**src/rtl/vx_sfu_sched_if.sv**
```systemverilog
// Dispatch-side request, per-unit request/response and merged commit signals of the SFU scheduler.
// master drives the scheduler inputs (dispatch + units + commit sink), slave is the scheduler.
interface vx_sfu_sched_if #(
  parameter int NUM_UNITS = 6,
  parameter int DATAW     = 64,
  parameter int UNIT_BITS = (NUM_UNITS > 1) ? $clog2(NUM_UNITS) : 1
);
  logic                       req_valid;
  logic [UNIT_BITS-1:0]       req_unit;
  logic                       req_ready;
  logic [NUM_UNITS-1:0]       unit_req_valid;
  logic [NUM_UNITS-1:0]       unit_req_ready;
  logic [NUM_UNITS-1:0]       unit_rsp_valid;
  logic [NUM_UNITS*DATAW-1:0] unit_rsp_data;
  logic [NUM_UNITS-1:0]       unit_rsp_ready;
  logic                       rsp_valid;
  logic [DATAW-1:0]           rsp_data;
  logic                       rsp_ready;

  modport master (
    output req_valid, req_unit, unit_req_ready, unit_rsp_valid, unit_rsp_data, rsp_ready,
    input  req_ready, unit_req_valid, unit_rsp_ready, rsp_valid, rsp_data
  );

  modport slave (
    input  req_valid, req_unit, unit_req_ready, unit_rsp_valid, unit_rsp_data, rsp_ready,
    output req_ready, unit_req_valid, unit_rsp_ready, rsp_valid, rsp_data
  );
endinterface

```
**src/rtl/vx_sfu_sched.sv**
```systemverilog
// Routes SFU requests to sub-units under per-unit credit limits; merges responses round-robin.
// Requests: zero latency. Responses: one registered stage, 1/cycle; unit_rsp_ready held low while the output stalls.
module vx_sfu_sched #(
  parameter int NUM_UNITS   = 6,
  parameter int DATAW       = 64,
  parameter int MAX_PENDING = 4,
  parameter int UNIT_BITS   = (NUM_UNITS > 1) ? $clog2(NUM_UNITS) : 1
) (
  input  logic          clk,
  input  logic          reset,
  vx_sfu_sched_if.slave bus,
  output logic          idle,
  output logic [1:0]    err
);
  localparam int CNTW = $clog2(MAX_PENDING + 1);

  logic [CNTW-1:0]      count [NUM_UNITS];
  logic [NUM_UNITS-1:0] full, ureq_vld, ursp_rdy, req_fire, rsp_fire, uflow;
  logic                 req_rdy, idx_ok, load_en, gnt_vld, rsp_vld_q;
  logic [UNIT_BITS-1:0] ptr, gnt_idx, cand;
  logic [DATAW-1:0]     gnt_dat, rsp_dat_q;

  function automatic int wrap_idx(int v);
    return (v >= NUM_UNITS) ? v - NUM_UNITS : v;
  endfunction

  // An out-of-range req_unit matches no unit, so it stalls with req_ready low.
  always_comb begin
    full     = '0;
    ureq_vld = '0;
    req_rdy  = 1'b0;
    idx_ok   = 1'b0;
    for (int u = 0; u < NUM_UNITS; u++) begin
      full[u] = (count[u] == CNTW'(MAX_PENDING));
      if (bus.req_unit == UNIT_BITS'(u)) begin
        idx_ok      = 1'b1;
        ureq_vld[u] = bus.req_valid & ~full[u];
        req_rdy     = bus.unit_req_ready[u] & ~full[u];
      end
    end
  end

  assign load_en = ~rsp_vld_q | bus.rsp_ready;

  always_comb begin
    gnt_vld  = 1'b0;
    gnt_idx  = ptr;
    cand     = ptr;
    gnt_dat  = '0;
    ursp_rdy = '0;
    for (int i = 0; i < NUM_UNITS; i++) begin
      cand = UNIT_BITS'(wrap_idx(int'(ptr) + i));
      if (!gnt_vld && bus.unit_rsp_valid[cand]) begin
        gnt_vld = 1'b1;
        gnt_idx = cand;
      end
    end
    for (int u = 0; u < NUM_UNITS; u++) begin
      if (gnt_idx == UNIT_BITS'(u)) begin
        gnt_dat     = bus.unit_rsp_data[u*DATAW +: DATAW];
        ursp_rdy[u] = gnt_vld & load_en;
      end
    end
  end

  assign req_fire = ureq_vld & bus.unit_req_ready;
  assign rsp_fire = bus.unit_rsp_valid & ursp_rdy;

  // A response fire on an empty counter is still consumed; it only raises the sticky flag.
  always_comb begin
    uflow = '0;
    idle  = ~rsp_vld_q;
    for (int u = 0; u < NUM_UNITS; u++) begin
      uflow[u] = rsp_fire[u] & ~req_fire[u] & (count[u] == '0);
      if (count[u] != '0) idle = 1'b0;
    end
  end

  always_ff @(posedge clk) begin
    if (reset) begin
      rsp_vld_q <= 1'b0;
      ptr       <= '0;
      err       <= '0;
      for (int u = 0; u < NUM_UNITS; u++) count[u] <= '0;
    end else begin
      if (load_en) begin
        rsp_vld_q <= gnt_vld;
        if (gnt_vld)
          ptr <= (gnt_idx == UNIT_BITS'(NUM_UNITS - 1)) ? '0 : gnt_idx + UNIT_BITS'(1);
      end
      for (int u = 0; u < NUM_UNITS; u++) begin
        if (req_fire[u] && !rsp_fire[u])
          count[u] <= count[u] + CNTW'(1);
        else if (rsp_fire[u] && !req_fire[u] && count[u] != '0)
          count[u] <= count[u] - CNTW'(1);
      end
      err <= err | {|uflow, bus.req_valid & ~idx_ok};
    end
  end

  // Payload register is intentionally unreset; rsp_valid qualifies it.
  always_ff @(posedge clk) begin
    if (load_en && gnt_vld) rsp_dat_q <= gnt_dat;
  end

  assign bus.req_ready      = req_rdy;
  assign bus.unit_req_valid = ureq_vld;
  assign bus.unit_rsp_ready = ursp_rdy;
  assign bus.rsp_valid      = rsp_vld_q;
  assign bus.rsp_data       = rsp_dat_q;
endmodule
```
**src/flat_wrapper.sv**
```systemverilog
// flat-port wrapper written by rule: the top's interface ports become plain ports
module vx_sfu_sched_flat 
#(
  parameter int NUM_UNITS   = 6,
  parameter int DATAW       = 64,
  parameter int MAX_PENDING = 4,
  parameter int UNIT_BITS   = (NUM_UNITS > 1) ? $clog2(NUM_UNITS) : 1
)
  (clk, reset, idle, err, bus_req_valid, bus_req_unit, bus_unit_req_ready, bus_unit_rsp_valid, bus_unit_rsp_data, bus_rsp_ready, bus_req_ready, bus_unit_req_valid, bus_unit_rsp_ready, bus_rsp_valid, bus_rsp_data);
  vx_sfu_sched_if #(.NUM_UNITS(NUM_UNITS), .DATAW(DATAW), .UNIT_BITS(UNIT_BITS)) bus_i ();
  input  logic clk;
  input  logic reset;
  output logic idle;
  output logic [1:0] err;
  input wire logic [$bits(bus_i.req_valid)-1:0] bus_req_valid;
  input wire logic [$bits(bus_i.req_unit)-1:0] bus_req_unit;
  input wire logic [$bits(bus_i.unit_req_ready)-1:0] bus_unit_req_ready;
  input wire logic [$bits(bus_i.unit_rsp_valid)-1:0] bus_unit_rsp_valid;
  input wire logic [$bits(bus_i.unit_rsp_data)-1:0] bus_unit_rsp_data;
  input wire logic [$bits(bus_i.rsp_ready)-1:0] bus_rsp_ready;
  output wire logic [$bits(bus_i.req_ready)-1:0] bus_req_ready;
  output wire logic [$bits(bus_i.unit_req_valid)-1:0] bus_unit_req_valid;
  output wire logic [$bits(bus_i.unit_rsp_ready)-1:0] bus_unit_rsp_ready;
  output wire logic [$bits(bus_i.rsp_valid)-1:0] bus_rsp_valid;
  output wire logic [$bits(bus_i.rsp_data)-1:0] bus_rsp_data;
  assign bus_i.req_valid = bus_req_valid;
  assign bus_i.req_unit = bus_req_unit;
  assign bus_i.unit_req_ready = bus_unit_req_ready;
  assign bus_i.unit_rsp_valid = bus_unit_rsp_valid;
  assign bus_i.unit_rsp_data = bus_unit_rsp_data;
  assign bus_i.rsp_ready = bus_rsp_ready;
  assign bus_req_ready = bus_i.req_ready;
  assign bus_unit_req_valid = bus_i.unit_req_valid;
  assign bus_unit_rsp_ready = bus_i.unit_rsp_ready;
  assign bus_rsp_valid = bus_i.rsp_valid;
  assign bus_rsp_data = bus_i.rsp_data;
  vx_sfu_sched #(.NUM_UNITS(NUM_UNITS), .DATAW(DATAW), .MAX_PENDING(MAX_PENDING), .UNIT_BITS(UNIT_BITS)) u_core (.clk(clk), .reset(reset), .bus(bus_i), .idle(idle), .err(err));
endmodule
```
**config.mk**
```make
export PLATFORM = sky130hd
export DESIGN_NAME = vx_sfu_sched_flat
export DESIGN_NICKNAME = d
export VERILOG_FILES = /design/src/rtl/vx_sfu_sched_if.sv /design/src/rtl/vx_sfu_sched.sv /design/src/flat_wrapper.sv
export SDC_FILE = /design/constraint.sdc
export NUM_CORES = 1
export LEC_CHECK = 0
export BUFFER_PORTS_ARGS = -buffer_cell sky130_fd_sc_hd__buf_2
export CAP_MARGIN = 20
export CELL_PAD_IN_SITES_DETAIL_PLACEMENT = 1
export CELL_PAD_IN_SITES_GLOBAL_PLACEMENT = 2
export CORE_AREA = 4 4 184 186
export CTS_BUF_LIST = sky130_fd_sc_hd__clkbuf_16
export CTS_CLUSTER_DIAMETER = 120
export DETAILED_ROUTE_END_ITERATION = 8
export DIE_AREA = 0 0 188 190
export PLACE_DENSITY = 0.84
export SETUP_SLACK_MARGIN = 0.02
export SYNTH_ARGS = -nofsm -noshare
export SYNTH_HDL_FRONTEND = slang
export SYNTH_SLANG_ARGS = --single-unit
```
**constraint.sdc**
```tcl
create_clock -name clk -period 12 [get_ports clk]
set_input_delay 1.8 -clock clk [delete_from_list [all_inputs] [get_ports clk]]
set_output_delay 1.8 -clock clk [all_outputs]
set_load 0.1 [all_outputs]
```
==> results by group <==
Critical path
  – Worst r2r path cells: 18
  – FF-to-FF End: u_core.count[0][2]$_SDFFCE_PN0P_
  – Critical Path Fanout Max: 36
  – CP endpoint kind: output port
  – Critical Path AT: 5.56 ns
  – FF-to-FF Start: u_core.ptr[1]$_SDFFE_PP0N_
  – R2R Setup Slk: 5.75 ns
  – Crit path kind: reg2out
  – CP max stage delay: approximately 0.7 ns
  – Crit-path cells: inv_1, ha_1, nand3_1, mux2i_1, nor4_1, nor3_1, nand2_1, o21ai_2, clkinv_2, nand3_1, a211o_1, inv_1, buf_2
  – Worst EP required: between 10 and 15 ns
  – Crit start category: register
  – CP max stage cell: ha_1

Floorplan
  – I/O Pins: just under 500
  – Die footprint: about 36000 um^2
  – Num rows: between 60 and 70
  – Initial Util: 0.241
  – Die Y: 190 um
  – Core area: 32300 um^2
  – Die width: between 150 and 200 um

Logic synthesis
  – Syn Nets: ~1200
  – Synth top area share: 0.316
  – Top_reg_cell synth: edfxtp_1
  – Post-synthesis instance area: 7790 um^2
  – Register bit total from synthesis: 88
  – Area contributors post-synth: edfxtp_1, mux2i_1, mux2_2, o221ai_1, a22oi_1
  – Asr flop ratio synth: 0
  – Synth Instances: 792
  – Synth Warn #: 0
  – Netlist cell types: 75
  – Syn Area/Cell: between 9 and 10 um^2
  – Post-synthesis sequential area ratio: 0.331
  – Yosys top cell by area: edfxtp_1
  – Post-synth EDFFs: just over 80

Detailed routing
  – Via count: ~8700
  – Vias per cell: 5.12
  – Routed len/inst: roughly 24 um
  – Routed WL: between 40 and 50 mm
  – Drt initial violations: 549
  – TritonRoute pass-1 iters: 5
  – Drc violations: 0
  – Residual antenna-violating net count after detailed routing: 0

Global route
  – Total global routing overflow: 0
  – Tot GR Track Use: 0.214
  – Largest net degree at the start of global routing: slightly above 60
  – Initial antenna violation count: 28
  – First-pass GRT wire length: ~58 mm
  – Vias in the first global route: roughly 9100

Final layout
  – Share of cells above drive strength 1: 0.485
  – Final Net Count: 1655
  – P&R area growth vs syn: 40.4%

STA
  – Relative slew slack: 0.378
  – Worst clock skew: around 0.017 ns
  – Achievable frequency: around 0.14 GHz
  – Min Tclk post-route: 7.36 ns
  – Slew @ Worst Pin: between 0.9 and 1 ns
  – Slew Viols, Final: 0
  – Setup TNS Final: 0 ns
  – Setup ws final: approximately 4.6 ns
  – Tcrit/Tclk final: 0.613
  – Final setup fails: 0
  – RSZ-0062 raised after global routing: false
  – Final hold violations: 0

CTS
  – CTS tree: built
  – Clock root cell: clkbuf_16
  – Post-cts hold buffer count: 0
  – Num Clock Sinks: between 80 and 90
  – Reg clk slew, reported paths: approximately 0.08 ns
  – Post-CTS Repair Setup Buffers: 0
  – # resized after CTS: 0
  – Latest clock arrival within the worst-skew pair: ~0.36 ns
  – Worst-case clock buffer depth: 2
  – CTS buffer count: 9
  – Htree depth: 3

Hold path
  – Worst hold path class: reg2reg
  – Hold Path Sink: u_core.err[0]$_SDFF_PP0_
  – HP Start: u_core.err[0]$_SDFF_PP0_
  – Worst Hold Depth: 2

Placed design
  – Post-DP HPWL: 33.0 mm
  – GP Congestion: between 0.8 and 0.9
  – Port bufs: roughly 480
  – Dpl ws: 4.73 ns

Run status
  – Status: completed

Flow run
  – Max cap viols: 0
[metrics by stage]
stage / area [um^2] / std cells / utilization / hold slack, ns
6_report: 10900 / 1696 / 0.339 / 0.473
5_1_grt: 10900 / 1693 / 0.338 / 0.526
4_1_cts: 10900 / 1682 / 0.338 / 0.483
3_5_place_dp: 10600 / 1666 / 0.328 / 0.464
3_3_place_gp: 10600 / 1665 / 0.328 / 0.445
2_1_floorplan: 7790 / 792 / - / 0.555
[worst max-delay path by stage]
stage | slack, ns | to | from | cells after the start
final | 4.64 | bus_unit_rsp_ready[0] | u_core.ptr[1]$_SDFFE_PP0N_ | 13
after global routing | 4.13 | bus_unit_rsp_ready[0] | u_core.ptr[1]$_SDFFE_PP0N_ | 13
after CTS | 4.55 | bus_unit_rsp_ready[0] | u_core.ptr[1]$_SDFFE_PP0N_ | 13
after detailed placement | 4.73 | bus_unit_rsp_ready[0] | bus_unit_rsp_valid[1] | 12
after global placement | 4.79 | bus_unit_rsp_ready[0] | bus_unit_rsp_valid[1] | 12
after floorplan | 3.38 | bus_unit_req_valid[4] | bus_req_valid | 3
[cells in the final DEF, fill, tap and decap left out, drive strengths merged, types with 7 or more instances in the layout]
cell    netlist  layout
nor4          9       9
nand2b        8       8
ha           12      12
clkbuf       33       9
xnor2         8       8
nand3b       11      11
and2         11      11
nor3         19      19
o21ai         7       7
o221ai       65      65
a21oi        21      21
a22oi        66      66
buf          29     494
mux2i        82      82
mux2         71      71
diode         0      14
inv          22      22
edfxtp       82      82
nand3        15      15
nand2        93      93
nor2         26      26
a31oi         9       9
[metal layers]
metal	wire length (um)	global-route usage	vias to the layer above
met2	20000	0.352	328
met3	3160	0.0668	62
met1	16500	0.266	4236
met5	109	0	-
li1	-	-	4042
met4	1050	0.0728	16
[flip-flops by register name (all words and copies together), names as in the netlist]
| signal | cells |
|---|---|
| u_core.bus.rsp_data | 64 |
| u_core.err | 2 |
| u_core.bus.rsp_valid | 1 |
| u_core.ptr | 3 |
| u_core.count | 18 |
[synthesized netlist by cell type (all sizes together) (3+ instances only)]
library cell and instances:
or3 6, nand2b 8, nor2b 5, a22oi 66, xnor2 8, clkbuf 33, a31oi 9, o211ai 6
dfxtp 6, nor4 9, a211oi 6, and2 11, a211o 4, a21oi 21, ha 12, buf 29
a2111oi 3, a221oi 3, o21ai 7, o221ai 65, fa 5, nand3b 11, mux2i 82, and3 3
o32ai 3, xor2 3, nor3 19, nand3 15, nand4 3, edfxtp 82, nand2 93, mux2 71
inv 22, nor2 26, o21a 3
[logic make-up (layout without fill, tap and decap cells)]
kind of cell,after synthesis,after routing,share of synthesized area
AOI/OAI and AO/OA,220,220,0.226
and+or+nand+nor,218,218,0.139
muxes,154,154,0.211
DFF,88,88,0.331
buffers and inverters,84,532,0.0482
adders and majority gates,17,17,0.0321
xor gates and xnor gates,11,11,0.0124
other,0,14,0
[final cells by class]
type                       count  area [um^2]
antenna                       14         35.0
clock buffer                   9          225
clock inverter                 7         71.3
fill                        3922        21400
inverter                      22         83.8
multi-input combinational    620         4870
sequential                    88         2580
tap                          442          553
timing repair buffer         494         2510
[worst max-delay path, delay by kind of cell, from the launching register on]
kind,cells,cell delay [ns]
AND/OR/NAND/NOR,5,1.55
buffers and inverters,4,1.29
adder cells (fa/ha/maj),1,0.70
flip-flops,1,0.65
AO/OA/AOI/OAI,2,0.58
multiplexers,1,0.44
Power is not shown: default switching activity piles up to over one toggle a cycle in this logic, so the estimate is an artifact.
